$ cat config.mk
export PLATFORM = sky130hd
export DESIGN_NAME = uart_rx_cmd
export DESIGN_NICKNAME = d
export VERILOG_FILES = /design/src/rtl/uart_rx_cmd.sv
export SDC_FILE = /design/constraint.sdc
export NUM_CORES = 1
export LEC_CHECK = 0
export ABC_AREA = 1
export CAP_MARGIN = 15
export CORE_ASPECT_RATIO = 1.5
export CORE_MARGIN = 1.5
export CORE_UTILIZATION = 49
export CTS_BUF_LIST = sky130_fd_sc_hd__clkbuf_4 sky130_fd_sc_hd__clkbuf_8 sky130_fd_sc_hd__clkbuf_16
export DETAILED_ROUTE_END_ITERATION = 7
export PLACE_DENSITY = 0.68
export RECOVER_POWER = 25
export SLEW_MARGIN = 20
export SYNTH_ARGS = -nofsm -noshare
export SYNTH_HDL_FRONTEND = slang
export SYNTH_SLANG_ARGS = --single-unit
$ cat constraint.sdc
create_clock -name clk -period 1.65 [get_ports clk]
set_input_delay 0.2475 -clock clk [delete_from_list [all_inputs] [get_ports clk]]
set_output_delay 0.2475 -clock clk [all_outputs]
set_load 0.02 [all_outputs]
$ cat src/rtl/uart_rx_cmd.sv
// Two-byte 8N1 command-frame receiver: {command, sensor address} as one 16-bit word,
// with stop-bit framing checks and an inter-byte timeout.
module uart_rx_cmd #(
    parameter int CLKS_PER_BIT = 5208,
    parameter int TIMEOUT_CLKS = 104160
) (
    input  logic        clk,
    input  logic        rst_n,
    input  logic        rx,
    output logic [15:0] data,
    output logic        valid,
    output logic        frame_err,
    output logic        timeout_err,
    output logic        busy
);
    localparam int CW = $clog2(CLKS_PER_BIT);
    localparam int TW = $clog2(TIMEOUT_CLKS);
    localparam logic [CW-1:0] HALF_LAST = CW'(CLKS_PER_BIT / 2 - 1);
    localparam logic [CW-1:0] BIT_LAST  = CW'(CLKS_PER_BIT - 1);
    localparam logic [TW-1:0] T_LAST    = TW'(TIMEOUT_CLKS - 1);

    typedef enum logic [2:0] {IDLE, START, DATA, STOP, WAIT_HIGH} state_t;

    state_t        state_q, state_d;
    logic          rx_meta_q, rx_s_q;
    logic          armed_q, armed_d;
    logic [CW-1:0] cnt_q, cnt_d;
    logic [2:0]    bit_idx_q, bit_idx_d;
    logic [7:0]    shreg_q, shreg_d;
    logic [7:0]    hold_hi_q, hold_hi_d;
    logic          byte_idx_q, byte_idx_d;
    logic [TW-1:0] tcnt_q, tcnt_d;
    logic [15:0]   data_q, data_d;
    logic          valid_q, valid_d;
    logic          frame_err_q, frame_err_d;
    logic          timeout_err_q, timeout_err_d;

    always_comb begin
        state_d       = state_q;
        armed_d       = armed_q;
        cnt_d         = cnt_q + CW'(1);
        bit_idx_d     = bit_idx_q;
        shreg_d       = shreg_q;
        hold_hi_d     = hold_hi_q;
        byte_idx_d    = byte_idx_q;
        tcnt_d        = tcnt_q;
        data_d        = data_q;
        valid_d       = 1'b0;
        frame_err_d   = 1'b0;
        timeout_err_d = 1'b0;

        unique case (state_q)
            IDLE: begin
                cnt_d = '0;
                // A line held low through reset release must go high before a start counts.
                if (rx_s_q) armed_d = 1'b1;
                if (byte_idx_q) begin
                    if (tcnt_q == T_LAST) begin
                        timeout_err_d = 1'b1;
                        byte_idx_d    = 1'b0;
                        tcnt_d        = '0;
                    end else begin
                        tcnt_d = tcnt_q + TW'(1);
                    end
                end
                // The timeout above has already dropped byte_idx, so a coincident start is byte 1.
                if (armed_q && !rx_s_q) begin
                    state_d = START;
                    tcnt_d  = '0;
                end
            end
            START: begin
                if (cnt_q == HALF_LAST) begin
                    cnt_d     = '0;
                    bit_idx_d = '0;
                    state_d   = rx_s_q ? IDLE : DATA;
                end
            end
            DATA: begin
                if (cnt_q == BIT_LAST) begin
                    cnt_d              = '0;
                    shreg_d[bit_idx_q] = rx_s_q;
                    bit_idx_d          = bit_idx_q + 3'd1;
                    if (bit_idx_q == 3'd7) state_d = STOP;
                end
            end
            STOP: begin
                if (cnt_q == BIT_LAST) begin
                    cnt_d      = '0;
                    byte_idx_d = 1'b0;
                    if (!rx_s_q) begin
                        frame_err_d = 1'b1;
                        state_d     = WAIT_HIGH;
                    end else if (!byte_idx_q) begin
                        hold_hi_d  = shreg_q;
                        byte_idx_d = 1'b1;
                        tcnt_d     = '0;
                        state_d    = IDLE;
                    end else begin
                        data_d  = {hold_hi_q, shreg_q};
                        valid_d = 1'b1;
                        state_d = IDLE;
                    end
                end
            end
            WAIT_HIGH: begin
                cnt_d = '0;
                if (rx_s_q) state_d = IDLE;
            end
            default: state_d = IDLE;
        endcase
    end

    always_ff @(posedge clk or negedge rst_n) begin
        if (!rst_n) begin
            state_q       <= IDLE;
            rx_meta_q     <= 1'b1;
            rx_s_q        <= 1'b1;
            armed_q       <= 1'b0;
            cnt_q         <= '0;
            bit_idx_q     <= '0;
            shreg_q       <= '0;
            hold_hi_q     <= '0;
            byte_idx_q    <= 1'b0;
            tcnt_q        <= '0;
            data_q        <= '0;
            valid_q       <= 1'b0;
            frame_err_q   <= 1'b0;
            timeout_err_q <= 1'b0;
        end else begin
            state_q       <= state_d;
            rx_meta_q     <= rx;
            rx_s_q        <= rx_meta_q;
            armed_q       <= armed_d;
            cnt_q         <= cnt_d;
            bit_idx_q     <= bit_idx_d;
            shreg_q       <= shreg_d;
            hold_hi_q     <= hold_hi_d;
            byte_idx_q    <= byte_idx_d;
            tcnt_q        <= tcnt_d;
            data_q        <= data_d;
            valid_q       <= valid_d;
            frame_err_q   <= frame_err_d;
            timeout_err_q <= timeout_err_d;
        end
    end

    assign data        = data_q;
    assign valid       = valid_q;
    assign frame_err   = frame_err_q;
    assign timeout_err = timeout_err_q;
    assign busy        = (state_q != IDLE) || byte_idx_q;
endmodule

==> results of run 1 <==
[metrics by stage]
step | hold WS [ns] | instances
finish | 0.3638 | 706
global route | 0.3682 | 706
CTS | 0.3408 | 702
detailed placement | 0.2454 | 685
global placement | 0.2335 | 685
floorplan | -0.04809 | 506
[final cells by class]
cell class              instances  area [um^2]  share of cell area
inverters                      76        291.5             0.05586
clock inverters                 7        68.82             0.01319
clock buffers                   9        225.2             0.04316
flip-flops and latches         75         1881              0.3603
well taps                     102        127.6             0.02445
repair buffers                 89        767.0              0.1470
multi-input cells             348         1858              0.3560
[cells by family (layout without fill, tap and decap cells)]
| group | after synthesis | after routing |
|---|---|---|
| and+or+nand+nor | 279 | 279 |
| adders and majority gates | 4 | 4 |
| buffers and inverters | 83 | 181 |
| xor gates and xnor gates | 3 | 3 |
| AOI/OAI and AO/OA | 62 | 62 |
| DFF | 75 | 75 |
[routing by layer]
layer  part of all wire  up-vias  GRT usage
met5                  0        -          0
met4              0.030        0    0.09212
met3              0.021       23    0.05091
met2               0.57       62     0.4472
met1               0.38     1715     0.2592
li1                   -     1779          -
[path summary, 6_finish.rpt]
| path | startpoint | to | slack, ns |
|---|---|---|---|
| min reg2reg | rx_meta_q | rx_s_q | 0.36 |
| max reg2reg | cnt_q[0] | shreg_q[7] | 0.02 |
| min | rx_meta_q | rx_s_q | 0.36 |
| max in group asynchronous | rst_n | data[3] | 0.33 |
| max | cnt_q[0] | shreg_q[7] | 0.02 |
| min in group asynchronous | rst_n | cnt_q[6] | 0.59 |
[sequential cells by signal, summed over array words and instances, names as in the netlist]
| register | cells |
|---|---|
| frame_err | 1 |
| data | 16 |
| bit_idx_q | 3 |
| cnt_q | 13 |
| armed_q | 1 |
| state_q | 3 |
| rx_s_q | 1 |
| timeout_err | 1 |
| hold_hi_q | 8 |
| shreg_q | 8 |
| byte_idx_q | 1 |
| tcnt_q | 17 |
| rx_meta_q | 1 |
| valid | 1 |
[power groups by stage]
stage                     registers [W]  logic [W]  clock network (W)
after floorplan                 0.00208   0.000677                  0
after global placement          0.00207    0.00131                  0
after detailed placement        0.00208    0.00133                  0
after CTS                       0.00205    0.00136            0.00195
after global routing            0.00209    0.00168            0.00204
final                           0.00207    0.00152            0.00191
[timing repair]
item / in CTS / in global routing
cloned: 0 / 0
setup buffers: 0 / 4
endpoints found under the hold margin: 31 / 0
hold buffers: 1 / 0
pin swaps: 1 / 14
resized for setup: 18 / 71
endpoints found under the setup margin: 50 / 54
[cells in the final DEF (no fill, tap or decap), types with 3 or more instances in the layout]
cell type	instances
buf_6	6
nor2_1	59
nand4_1	8
nand2_4	3
nor2_2	7
nor3_1	8
buf_4	56
dfrtp_1	72
o21ai_1	14
clkinv_2	3
inv_1	69
nand2_1	133
clkinvlp_4	3
nor2_4	10
nand3_1	25
xor2_1	3
a21oi_1	12
clkdlybuf4s50_1	19
nand2_2	8
o21ai_0	25
inv_2	5
clkbuf_16	9
==> results.tsv, run 1 <==
metric	value	unit
p_leak	2.526	nW
drc	0	
finalSetupViolCount	0	
rows	39	
p_comb_frac	0.276	
detail_route.wl_per_cell	13.52	um
crit_slowest_cell	dfrtp_1	
synth_fa_ha_area_frac	0.01317	
report.power.total	0.005502	W
synth_top_family_by_area	simple AND/OR/NAND/NOR gates	
cts_buffer_depth	2	
synth_cell_types	35	
yosysWarnings	0	
cts_tree	built	
fin_tns_setup	0	ns
finish.instance_area	5219	um^2
fillers	622	
synth_compound_area_frac	0.08887	
cp_num_buf_inv	1	
path_delay_family	simple AND/OR/NAND/NOR gates	
synth.most_common_cell	nand2_1	
globalRouteTotalUtil	0.2435	
vias	3579	
maxCapViolations	0	
setup_slack	0.02376	ns
p_seq_frac	0.377	
hpwl	6.942	mm
fp.dieH	110.9	um
synth-seq-cells	75	
crit_fanout	5	
synth_common_cells	142 x nand2_1, 74 x inv_1, 74 x nor2_1, 73 x dfrtp_1, 35 x o21ai_0	
synth.area.mux_share	0	
grt_overflow	0	
io_pins	23	
drive_gt1_frac	0.2368	
clock_sinks	75	
layout_min_cycle_time	1.626	ns
worst_ep_arrival_time	1.84	ns
antenna_found_initial	0	
syn_inst	506	
final_nets	606	
placed_area	4604	um^2
yosysTopAreaCellShare	0.4806	
yosys.area_share.simple	0.3111	
yosysSeqAreaShare	0.4944	
dieWidth	74.92	um
antennaDiodeCount	0	
p_switching	0.001711	W
crit_path_end_kind	flop	
drt-total-wl	9.547	mm
grt_pass1_vias	3570	
gp_congestion	0.9714	
drt_pass1_iterations	4	
max_stage_delay	0.39	ns
yosys.area.top_type	dfrtp_1	
worst_path_most_repeated_cell	nor2_4	
port_buffers	22	
clkTransAtPathRegs	0.06	ns
critPathRequiredTime	1.87	ns
grt_max_degree	36	
cts_htree_levels	3	
initial_core_util	0.5026	
synth_area_per_cell	7.512	um^2
grt_pass1_wl	15.62	mm
rsz0062_at_grt	yes	
synthArstFlopShare	1.000	
worst-setup-path-type	flop to flop	
routed_via_density	5.069	
maxSlewViolCount	0	
power_density	1054	nW/um^2
preCtsSetupSlack	-0.1531	ns
insertion_delay	0.33	ns
switching_share	0.3110	
yosys_most_used_dff	dfrtp_1	
worst_slew_pin_slew	0.9180	ns
syn_nets	513	
post-route-period-util	0.9856	
status	finished clean	
internal_power	0.003790	W
hold_viol	0	
final_util	0.6900	
ant_nets	0	
cp.depth	9	
core	7564	um^2
slew-limit-headroom	0.3880	
ff2ff_path_depth	9	
cts_buffers	9	
synthToLayoutAreaGrowth	37.29	%
synthXorXnorAreaFrac	0.006912	
netlist_area	3801	um^2
vdd_drop_max	0.6774	mV
hold_path_depth	0	
crit_path_start_kind	flop	
cp_cell_sequence	ha_4 > nand2_4 > nor2_4 > nand3_4 > nor2_4 > buf_4 > nand3b_1 > nor2_1 > a21oi_1	
synth_edf_count	0	
fmax	614.9	MHz
skew	0.005191	ns
synthTopCellsByArea	dfrtp_1 48%, nand2_1 14%, inv_1 7.3%	
holdCritPathClass	flop to flop	
root_buffer	clkbuf_16	
drt-initial-drc-count	174	
power_frac_clock	0.348	
dieArea	8306	um^2
Power figures use the tool's default switching activity.
==> run 2: changes to the inputs <==
- CELL_PAD_IN_SITES_DETAIL_PLACEMENT: unset -> 0
- CELL_PAD_IN_SITES_GLOBAL_PLACEMENT: unset -> 1
- CORE_UTILIZATION: 49 -> 40
- PLACE_DENSITY: 0.68 -> 0.74
==> run 2 against run 1 <==
The run now ends with negative setup slack left. Register-to-register slack got worse by 0.05 ns. Core utilization fell by 12 points. Via count fell by 1.5%. Sequential power barely moved. Combinational power rose by 11%. Critical path type unchanged.
==> results.tsv, run 2 (synthesized netlist as in run 1, its figures left out) <==
metric	value	unit	change
slew-limit-headroom	0.5940		+0.2060
holdCritPathClass	flop to flop		
maxSlewViolCount	0		unchanged
setup_slack	-0.02209	ns	-0.04585 ns
grt_max_degree	32		-11%
largest_reg_flops	17		unchanged
worst-setup-path-type	flop to flop		
instances_no_fill	719		+1.8%
violations	negative setup slack		
layout_min_cycle_time	1.672	ns	+0.04585 ns
drt_pass1_iterations	5		+1
worst_ep_arrival_time	1.90	ns	+0.06 ns
skew	0.006336	ns	+0.001145 ns
antenna_found_initial	0		unchanged
fin_tns_setup	-0.03698	ns	-0.03698 ns
insertion_delay	0.33	ns	about the same
regMostFlops	tcnt_q		
layout_common_cells	128 x nand2_1, 73 x dfrtp_1, 71 x inv_1		
placed_cells	692		+1.0%
drc	0		unchanged
port_buffers	22		unchanged
synthToLayoutAreaGrowth	38.51	%	
finalHoldWorstSlack	0.3586	ns	-0.005251 ns
globalRouteTotalUtil	0.2054		-0.03812
max_stage_delay	0.39	ns	about the same
cts_htree_levels	3		unchanged
detail_route.wl_per_cell	13.78	um	+1.9%
power_density	1087	nW/um^2	+3.2%
rows	43		+10%
crit_path_start_kind	flop		
status	complete, but fails checks		
post-route-period-util	1.013		+0.02779
initial_core_util	0.4108		-0.09180
cts_buffer_depth	2		unchanged
io_pins	23		unchanged
ant_nets	0		unchanged
finalSetupViolCount	3		+3
vdd_drop_max	0.6873	mV	+1.5%
rsz0062_at_grt	yes		
root_buffer	clkbuf_16		
crit_slowest_cell	dfrtp_1		
vias	3525		-1.5%
drt-total-wl	9.911	mm	+3.8%
worst_slew_pin_slew	0.6091	ns	-0.3090 ns
r2r_start	cnt_q[1]		
hold_viol	0		unchanged
final_nets	610		+0.66%
critPathLaunch	cnt_q[1]		
fp.dieH	122.4	um	+10%
drive_gt1_frac	0.2389		+0.002125
hpwl	7.037	mm	+1.4%
dieWidth	82.60	um	+10%
cts_buffers	9		unchanged
clkTransAtPathRegs	0.06	ns	about the same
crit_fanout	9		+4
grt_pass1_vias	3444		-3.5%
crit_path_end_kind	flop		
core	9254	um^2	+22%
clock_sinks	75		unchanged
grt_pass1_wl	15.69	mm	+0.44%
grt_overflow	0		unchanged
cts_tree	built		
final_common_cell	nand2_1		
antennaDiodeCount	0		unchanged
fmax	598.1	MHz	-2.7%
cp_cell_sequence	ha_4 > nand2_4 > nor2_4 > nand3_4 > a21oi_4 > buf_12 > buf_8 > nand3_1 > nand2_1 > nor2_1		
dieArea	10110	um^2	+22%
maxCapViolations	0		unchanged
preCtsSetupSlack	-0.1536	ns	-0.0005600 ns
gp_congestion	0.8609		-11%
fillers	877		+41%
drt-initial-drc-count	145		-17%
routed_via_density	4.903		-3.3%
final_util	0.5690		-0.1210
critPathRequiredTime	1.88	ns	about the same
p_leak	2.568	nW	+1.7%
hold_start	rx_meta_q		
[run 2: changes by cell type in the layout (fill, tap and decap cells not counted), sizes merged]
cell	delta
clkinvlp	-1
buf	+3
clkinv	-2
clkbuf	+3
[run 2: power breakdown]
part / switching (W) / internal, W
Combinational: 0.000894 / 0.000784
Sequential: 0.000117 / 0.00196
Clock: 0.000731 / 0.00124
Total: 0.00174 / 0.00398
[run 2: layer usage]
metal,GRT usage,vias to the layer above,part of all wire
met5,0,-,0
met1,0.2212,1629,0.40
li1,-,1791,-
met2,0.3770,77,0.54
met3,0.04387,28,0.030
met4,0.08333,0,0.032
[run 2: worst paths after layout]
check                      cells after the start  slack, ns          to
min reg2reg                                    0       0.36      rx_s_q
max in group asynchronous                      3       0.33  shreg_q[7]
min                                            0       0.36      rx_s_q
max                                           10      -0.02  tcnt_q[16]
max reg2reg                                   10      -0.02  tcnt_q[16]
min in group asynchronous                      2       0.45    data[14]
[run 2: final cells by class]
type | instances | area [um^2] | area share
flip-flops and latches | 75 | 1879 | 0.3569
multi-input cells | 348 | 1827 | 0.3470
repair buffers | 93 | 830.8 | 0.1578
inverters | 76 | 285.3 | 0.05418
clock buffers | 11 | 252.7 | 0.04800
well taps | 112 | 140.1 | 0.02662
clock inverters | 4 | 50.05 | 0.009506
[run 2: repair_timing]
item	CTS	global route
endpoints found under the setup margin	55	55
endpoints found under the hold margin	20	0
pin swaps	3	6
resized for setup	20	65
hold buffers	1	0
setup buffers	0	9
gates cloned	0	2
[run 2: worst max-delay path: cells and delay by family (launching register included)]
kind / cells / cell delay [ns]
simple gates: 6 / 0.52
flops: 1 / 0.39
buf+inv: 2 / 0.27
compound gates: 1 / 0.20
fa+ha+maj: 1 / 0.18
[run 2: per-stage QoR]
| step | area, um^2 | power (W) |
|---|---|---|
| global placement | 4594 | 0.003353 |
| global route | 5265 | 0.006031 |
| detailed placement | 4594 | 0.003377 |
| CTS | 4962 | 0.005399 |
| floorplan | 3812 | 0.002759 |
| finish | 5265 | 0.005725 |
==> run 3: changes to the inputs <==
- CORE_UTILIZATION: 40 -> 44
- CTS_CLUSTER_SIZE: unset -> 10
- PLACE_DENSITY: 0.74 -> 0.78
- clock period: 1.65 -> 1.9 ns (I/O delays scaled with it)
==> run 3 against run 2 <==
The flow now finishes without violations. Largest cell class unchanged. Die area shrank 8.8%. Critical endpoint is now busy. Final cell count shrank 6.0%. Clock power shrank 19%.
==> results.tsv, run 3 (synthesized netlist as in run 1, its figures left out) <==
metric	value	unit	change
post-route-period-util	0.9398		
fillers	825		-5.9%
hpwl	6.872	mm	-2.3%
ant_nets	0		unchanged
crit_fanout	5		-4
clock_sinks	75		unchanged
routed_via_density	4.910		+0.15%
drt-initial-drc-count	143		-1.4%
clkTransAtPathRegs	0.06	ns	about the same
crit_path_end_kind	primary output		
regToRegSetupSlack	0.18	ns	+0.20 ns
grt_pass1_vias	3270		-5.1%
hold_viol	0		unchanged
worst_slew_pin_slew	0.8013	ns	+0.1922 ns
detail_route.wl_per_cell	13.38	um	-2.9%
status	finished clean		
initial_core_util	0.4518		+0.04105
worst_ep_arrival_time	1.50	ns	-0.40 ns
largest_reg_flops	17		unchanged
globalRouteTotalUtil	0.2205		+0.01511
dieArea	9217	um^2	-8.8%
worstHoldEndpoint	rx_s_q		
ff2ff_path_depth	11		+1
cts_buffers	9		unchanged
maxCapViolations	0		unchanged
synthToLayoutAreaGrowth	23.93	%	
fmax	560.0	MHz	
cp.depth	5		-5
gp_congestion	0.9171		+6.5%
placed_cells	659		-4.8%
skew	0.004670	ns	-0.001665 ns
grt_max_degree	48		+50%
core	8413	um^2	-9.1%
rsz0062_at_grt	no		
report.power.total	0.004427	W	-23%
antenna_found_initial	0		unchanged
power_density	939.8	nW/um^2	-14%
fp.dieH	116.8	um	-4.5%
grt_pass1_wl	15.48	mm	-1.3%
cp_cell_sequence	nor2_4 > nand2_2 > inv_1 > nand2_1 > dlygate4sd2_1		
preCtsSetupSlack	0.008261	ns	+0.1619 ns
drc	0		unchanged
layout_common_cells	140 x nand2_1, 74 x inv_1, 72 x dfrtp_1		
rows	41		-4.7%
slew-limit-headroom	0.4658		-0.1281
final_nets	571		-6.4%
drt_pass1_iterations	4		-1
post-cts-setup-buffers	0		unchanged
dieWidth	78.89	um	-4.5%
drt-total-wl	9.046	mm	-8.7%
instances_no_fill	676		-6.0%
p_leak	2.293	nW	-11%
holdCritPathClass	flop to flop		
insertion_delay	0.33	ns	about the same
setup_slack	0.1144	ns	+0.1365 ns
root_buffer	clkbuf_16		
regMostFlops	tcnt_q		
port_buffers	22		unchanged
cts_htree_levels	3		unchanged
r2r_start	state_q[0]		
critPathRequiredTime	1.62	ns	-0.26 ns
hold_path_depth	0		unchanged
io_pins	23		unchanged
final_common_cell	nand2_1		
grt_overflow	0		unchanged
vias	3319		-5.8%
cp_num_buf_inv	2		unchanged
antennaDiodeCount	0		unchanged
crit_path_start_kind	flop		
cts_tree	built		
cts_buffer_depth	2		unchanged
fin_tns_setup	0	ns	+0.03698 ns
worst-setup-path-type	flop to primary output		
vdd_drop_max	0.4817	mV	-30%
finalSetupViolCount	0		-3
layout_min_cycle_time	1.786	ns	
maxSlewViolCount	0		unchanged
max_stage_delay	0.44	ns	+0.05 ns
drive_gt1_frac	0.1230		-0.1159
r2r-end	tcnt_q[7]		
path_delay_family	flip-flops		
crit_slowest_cell	dfrtp_1		
hold_start	rx_meta_q		
==> run 3: where the power goes <==
group	switching, W	internal [W]
Clock	0.000640	0.000965
Combinational	0.000619	0.000404
Sequential	0.0000989	0.00170
Total	0.00136	0.00307
==> run 3: final cells by class <==
| cell class | instances | area, um^2 | share of cell area |
|---|---|---|---|
| Timing Repair Buffer | 54 | 481.7 | 0.1023 |
| Multi-Input combinational cell | 348 | 1644 | 0.3490 |
| Inverter | 76 | 285.3 | 0.06056 |
| Clock buffer | 12 | 260.3 | 0.05525 |
| Clock inverter | 4 | 25.02 | 0.005312 |
| Tap cell | 107 | 133.9 | 0.02842 |
| Sequential cell | 75 | 1881 | 0.3992 |
==> run 3: worst max path at each step <==
stage / startpoint / slack (ns) / end
floorplan: cnt_q[0] / 0.21 / tcnt_q[14]
global placement: tcnt_q[0] / 0.03 / tcnt_q[14]
detailed placement: cnt_q[0] / 0.008 / bit_idx_q[2]
CTS: cnt_q[0] / 0.03 / tcnt_q[7]
global route: state_q[1] / 0.002 / busy
finish: state_q[1] / 0.11 / busy
==> run 3: what timing repair did <==
action,in CTS,in global routing
resized for setup,4,11
endpoints found under the setup margin,3,63
hold buffers,1,0
hold endpoints to repair,28,0
==> run 3: layer usage <==
| metal | vias to the layer above | share of wire | GRT usage |
|---|---|---|---|
| met4 | 0 | 0.025 | 0.08889 |
| li1 | 1713 | - | - |
| met5 | - | 0 | 0 |
| met2 | 44 | 0.56 | 0.4190 |
| met3 | 16 | 0.021 | 0.04031 |
| met1 | 1546 | 0.40 | 0.2399 |
==> run 3: per-stage QoR <==
step,util,area [um^2],hold slack [ns]
CTS,0.5552,4671,0.3635
detailed placement,0.5195,4370,0.2462
global route,0.5599,4711,0.3735
global placement,0.5195,4370,0.2451
floorplan,-,3801,-0.01059
finish,0.5599,4711,0.3700
